--- config.mk ---
export PLATFORM = sky130hd
export DESIGN_NAME = p13_univ_reg_cell
export DESIGN_NICKNAME = d
export VERILOG_FILES = /design/src/rtl/p13_univ_reg_cell.sv
export SDC_FILE = /design/constraint.sdc
export NUM_CORES = 1
export LEC_CHECK = 0
export ABC_AREA = 0
export CORE_MARGIN = 2
export CORE_UTILIZATION = 29
export DETAILED_ROUTE_END_ITERATION = 6
export PLACE_DENSITY = 0.84
export SLEW_MARGIN = 20
export SYNTH_ARGS = -nofsm -noshare
export SYNTH_HDL_FRONTEND = slang
export SYNTH_SLANG_ARGS = --single-unit
--- constraint.sdc ---
create_clock -name clk -period 0.9 [get_ports clk]
set_input_delay 0.09 -clock clk [delete_from_list [all_inputs] [get_ports clk]]
set_output_delay 0.09 -clock clk [all_outputs]
set_load 0.01 [all_outputs]
--- src/rtl/p13_univ_reg_cell.sv ---
// p13_univ_reg_cell: WIDTH-bit universal register (hold, shift right,
// shift left, parallel load) with clock enable and synchronous reset to
// RESET_VAL. Define P13_UNIVREG_CNT_EN to add the cnt input and tc output;
// mode 00 then increments q when cnt=1.
module p13_univ_reg_cell #(
  parameter int          WIDTH     = 8,
  parameter logic [31:0] RESET_VAL = 32'h0
) (
  input  logic             clk,
  input  logic             r,
  input  logic             en,
  input  logic [1:0]       mode,
  input  logic [WIDTH-1:0] d,
  input  logic             sr_in,
  input  logic             sl_in,
`ifdef P13_UNIVREG_CNT_EN
  input  logic             cnt,
  output logic             tc,
`endif
  output logic [WIDTH-1:0] q,
  output logic [WIDTH-1:0] notq,
  output logic             sr_out,
  output logic             sl_out
);

  localparam logic [1:0] MODE_HOLD = 2'b00;
  localparam logic [1:0] MODE_SHR  = 2'b01;
  localparam logic [1:0] MODE_SHL  = 2'b10;
  localparam logic [1:0] MODE_LOAD = 2'b11;

  // Serial bit enters at the MSB; for WIDTH=1 the result is just s.
  function automatic logic [WIDTH-1:0] shift_right(input logic [WIDTH-1:0] v,
                                                   input logic s);
    logic [WIDTH-1:0] o;
    o = v >> 1;
    o[WIDTH-1] = s;
    return o;
  endfunction

  // Serial bit enters at the LSB; for WIDTH=1 the result is just s.
  function automatic logic [WIDTH-1:0] shift_left(input logic [WIDTH-1:0] v,
                                                  input logic s);
    logic [WIDTH-1:0] o;
    o = v << 1;
    o[0] = s;
    return o;
  endfunction

  logic [WIDTH-1:0] q_nxt;

  // Next-state selection by mode; enable and reset are applied in the register.
  always_comb begin
    q_nxt = q;
    unique case (mode)
      MODE_HOLD: begin
`ifdef P13_UNIVREG_CNT_EN
        if (cnt) q_nxt = q + WIDTH'(1);
`endif
      end
      MODE_SHR:  q_nxt = shift_right(q, sr_in);
      MODE_SHL:  q_nxt = shift_left(q, sl_in);
      MODE_LOAD: q_nxt = d;
      default:   q_nxt = q;
    endcase
  end

  // Register: reset beats enable, enable beats mode.
  always_ff @(posedge clk) begin
    if (r)       q <= RESET_VAL[WIDTH-1:0];
    else if (en) q <= q_nxt;
  end

  assign notq   = ~q;
  assign sr_out = q[0];
  assign sl_out = q[WIDTH-1];

`ifdef P13_UNIVREG_CNT_EN
  // Terminal count flags the edge on which an active count wraps to zero.
  assign tc = (&q) & cnt & en & (mode == MODE_HOLD);
`endif

endmodule

After elaboration in Yosys (flattened, before gate mapping). Cells that the tools add are included.

Flip-flop bits (word level): 8. Bits of input ports: 15. Output and inout bits: 18. Word-level logic and storage cells: 8.

Eq/ne operators: 3. Multiplexer cells: 1. Bitwise operators: 1. Reductions and logical operators: 2.

Operators by type and width (count): $pmux W8 S3 (1); $not A8 Y8 (1); $eq A2 B2 Y1 const B (2); $reduce_bool A3 Y1 (1); $eq A2 B1 Y1 const B (1); $reduce_and A2 Y1 (1).

Longest topological paths before layout.
Depth in word-level cells: 3. Gate-level depth with buffers: 4. Mapped depth without buffers: 3.

Least setup slack after synthesis. Ideal clock, no wire load.

Path kind: register -> register. Start point: register q[6]. End point: register q[7]. Setup time: 128 ps. Data arrival time: 759 ps. Data required time: 772 ps. Setup slack: 13 ps. Cell stages (with the launch flop): 4. Buffers on the path: 0. Period minus slack after synthesis: 887 ps. Path through: dfxtp_1 -> mux2_2 -> o22ai_1 -> nor3_1.

Longest elaborated chain between the ends: 1.

RTL lines: start: declaration (RTL line 20) `output logic [WIDTH-1:0] q,`; start signal: assignment (RTL line 69) `if (r) q <= RESET_VAL[WIDTH-1:0];`; start signal: assignment (RTL line 70) `else if (en) q <= q_nxt;`; $pmux W8 S3 (RTL line 54) `unique case (mode)`.

No other way between the ends. A chain may end at the register's enable or synchronous reset.

Worst setup path after layout.
Start point: register q[0]. End point: register q[1].

Same word-level chain as after synthesis.

==> metrics.cfg <==
[critical_path]
r2r_start = q[0]$_SDFFE_PP0P_
endpoint_kind = register
path_max_fanout = 5
crit_type = reg -> reg
rr_endpoint = q[1]$_SDFFE_PP0P_
worstSetupStartpointType = register
r2r_cells = 3
r2r_slack_ps = -4
arrival_ps = 1050
crit_start = q[0]$_SDFFE_PP0P_
critPathRequiredTime_ps = 1040

[route]
viasPerCell = 4.702
drc = 0
first_pass_iters = 4
final_antenna_net_count = 0
vias = 536
drt-initial-drc-count = 6
wl_per_cell_microns = 12.84
wl_mm = 1.464

[cells_and_area]
largest_registers = q (8)
top_register = q
fillers = 136
nets = 115
diodes = 0
multi_input_area_sq_um = 274.0
syn_to_final_growth_pct = 85.64
drive_gt1_frac = 0.5714
largest_register_ffs = 8
ff_latch_area_sq_um = 170.2

[cts]
cts_sinks = 8
cts_buffer_depth = 2
clk_latency_ps = 250
cts-root-buf = clkbuf_4
cts_hold_buf = 0
clk_pin_slew_ps = 60
cts.htree.levels = 1
cts_tree = built
cts_inserted_buffers = 3

[place]
place_congestion = 0.6803
pre_cts_ws_ps = -441.3
portBuffers = 32
dp_hpwl_microns = 932.4

[global_route]
grt_max_degree = 9
grt_pass1_wl_mm = 2.318
grt_overflow = 0
grt_pass1_vias = 509
antenna_found_initial = 0
grtUsageTotal = 0.1662

[sta]
worstMarginPinSlew_ps = 207.8
finalSetupViolations = 2
fin_crit_sh = 1.004
max_slew_margin = 0.8610
drv_slew = 0
max_freq_mhz = 1106
rsz0062_at_grt = yes
fin_worst_skew_ps = 3.003
fin_crit_ps = 903.9
fin_ws_ps = -3.946
hold_viol_final = 0

[run_status]
status = finished, violations left
violations = negative setup slack

[power]
fin_total_pwr_uw = 1081
power.density_nw_per_um2 = 1285
p_leak_uw = 0.0003911
vdd_drop_max_mv = 0.5648

[min_path]
hold_path_depth = 3
hold_path.class = in -> reg
min_to = q[7]$_SDFFE_PP0P_
min_from = sr_in

[synth]
synthArstFlopShare = 0
syn_avg_cell_area_sq_um = 8.235
ys_warn_count = 0
synth-seq-area-share = 0.3536
syn_inst = 55
synth_top_flop_cell = dfxtp_1
synth.area.top_cells = dfxtp_1 35%, mux2_2 20%, o22ai_1 11%
synth_seq_cells = 8
synth-edff-count = 0
ys_types = 12
synth_top_cell_by_area = dfxtp_1
synth_top_area_frac = 0.3536
syn_area_sq_um = 452.9
syn-num-nets = 70

[die]
start_util = 0.3042
chipWidth_microns = 43.52
die_area_sq_um = 1894
placement_rows = 14
ios = 33
core_sq_um = 1489
dieHeight_microns = 43.52

[job]
cap_viol_max_count = 0

==> timing repair <==
item | CTS | global route
pin swaps | 3 | 2
gates resized for setup | 88 | 6
endpoints found under the setup margin | 26 | 8
buffers inserted | 2 | 0
==> cell families (layout without fill, tap and decap cells) <==
logic type      count (synthesis)  after routing  share of synthesized area
flops                           8              8                     0.3536
compound gates                  9              9                     0.1298
mux                             8              8                     0.1989
simple gates                   18             18                     0.1851
buf+inv                        12             55                     0.1326
==> power breakdown <==
part / leakage (uW) / internal (uW) / switching (uW)
registers: 0.0000689 / 390 / 27.4
logic: 0.000308 / 219 / 159
clock network: 0.0000138 / 153 / 131
==> how the worst max path moves through the flow <==
stage	endpoint	slack [ps]	cells after the start
after floorplan	q[7]$_SDFFE_PP0P_	10	3
after global placement	q[6]$_SDFFE_PP0P_	-440	5
after detailed placement	q[7]$_SDFFE_PP0P_	-440	5
after CTS	q[6]$_SDFFE_PP0P_	-40	4
after global routing	q[6]$_SDFFE_PP0P_	-40	3
final	q[1]$_SDFFE_PP0P_	-4	3
==> stage by stage <==
stage	hold WS, ps	setup TNS [ps]	utilization	instances	area [sq um]
2_1_floorplan	260.7	0	-	55	452.9
3_3_place_gp	593.2	-4856	0.5681	110	845.8
3_5_place_dp	601.7	-4970	0.5681	110	845.8
4_1_cts	417.8	-68.53	0.5597	115	833.3
5_1_grt	432.9	-130.9	0.5647	114	840.8
6_report	421.3	-4.542	0.5647	114	840.8
==> worst max-delay path, cell delays in order (launching register included) <==
cell     delay [ps]
dfxtp_2         330
mux2_2          260
o22ai_1         130
nor3_1           70
==> layer usage <==
metal,wire [microns],part of all wire,global-route usage,vias to the layer above
li1,-,-,-,274
met1,574,0.39,0.2015,239
met2,758,0.52,0.2836,23
met3,131,0.089,0.04583,0
met4,0,0,0.05455,0
met5,0,0,0,-
==> cell usage in the layout, fill, tap and decap left out, types with 2 or more instances in the layout <==
cell,count
buf_2,18
buf_4,10
dlygate4sd2_1,3
inv_1,7
dfxtp_2,8
mux2_2,7
o22ai_2,2
clkdlybuf4s50_1,11
buf_6,2
nor2_1,8
clkbuf_4,3
o22ai_1,5
nor3_1,7
==> area by class of cell <==
type | instances | share of cell area
repair buffers | 44 | 0.3854
inverters | 8 | 0.03571
multi-input cells | 35 | 0.3259
flip-flops and latches | 8 | 0.2024
well taps | 16 | 0.02381
clock buffers | 3 | 0.02679
Power figures use the tool's default switching activity.
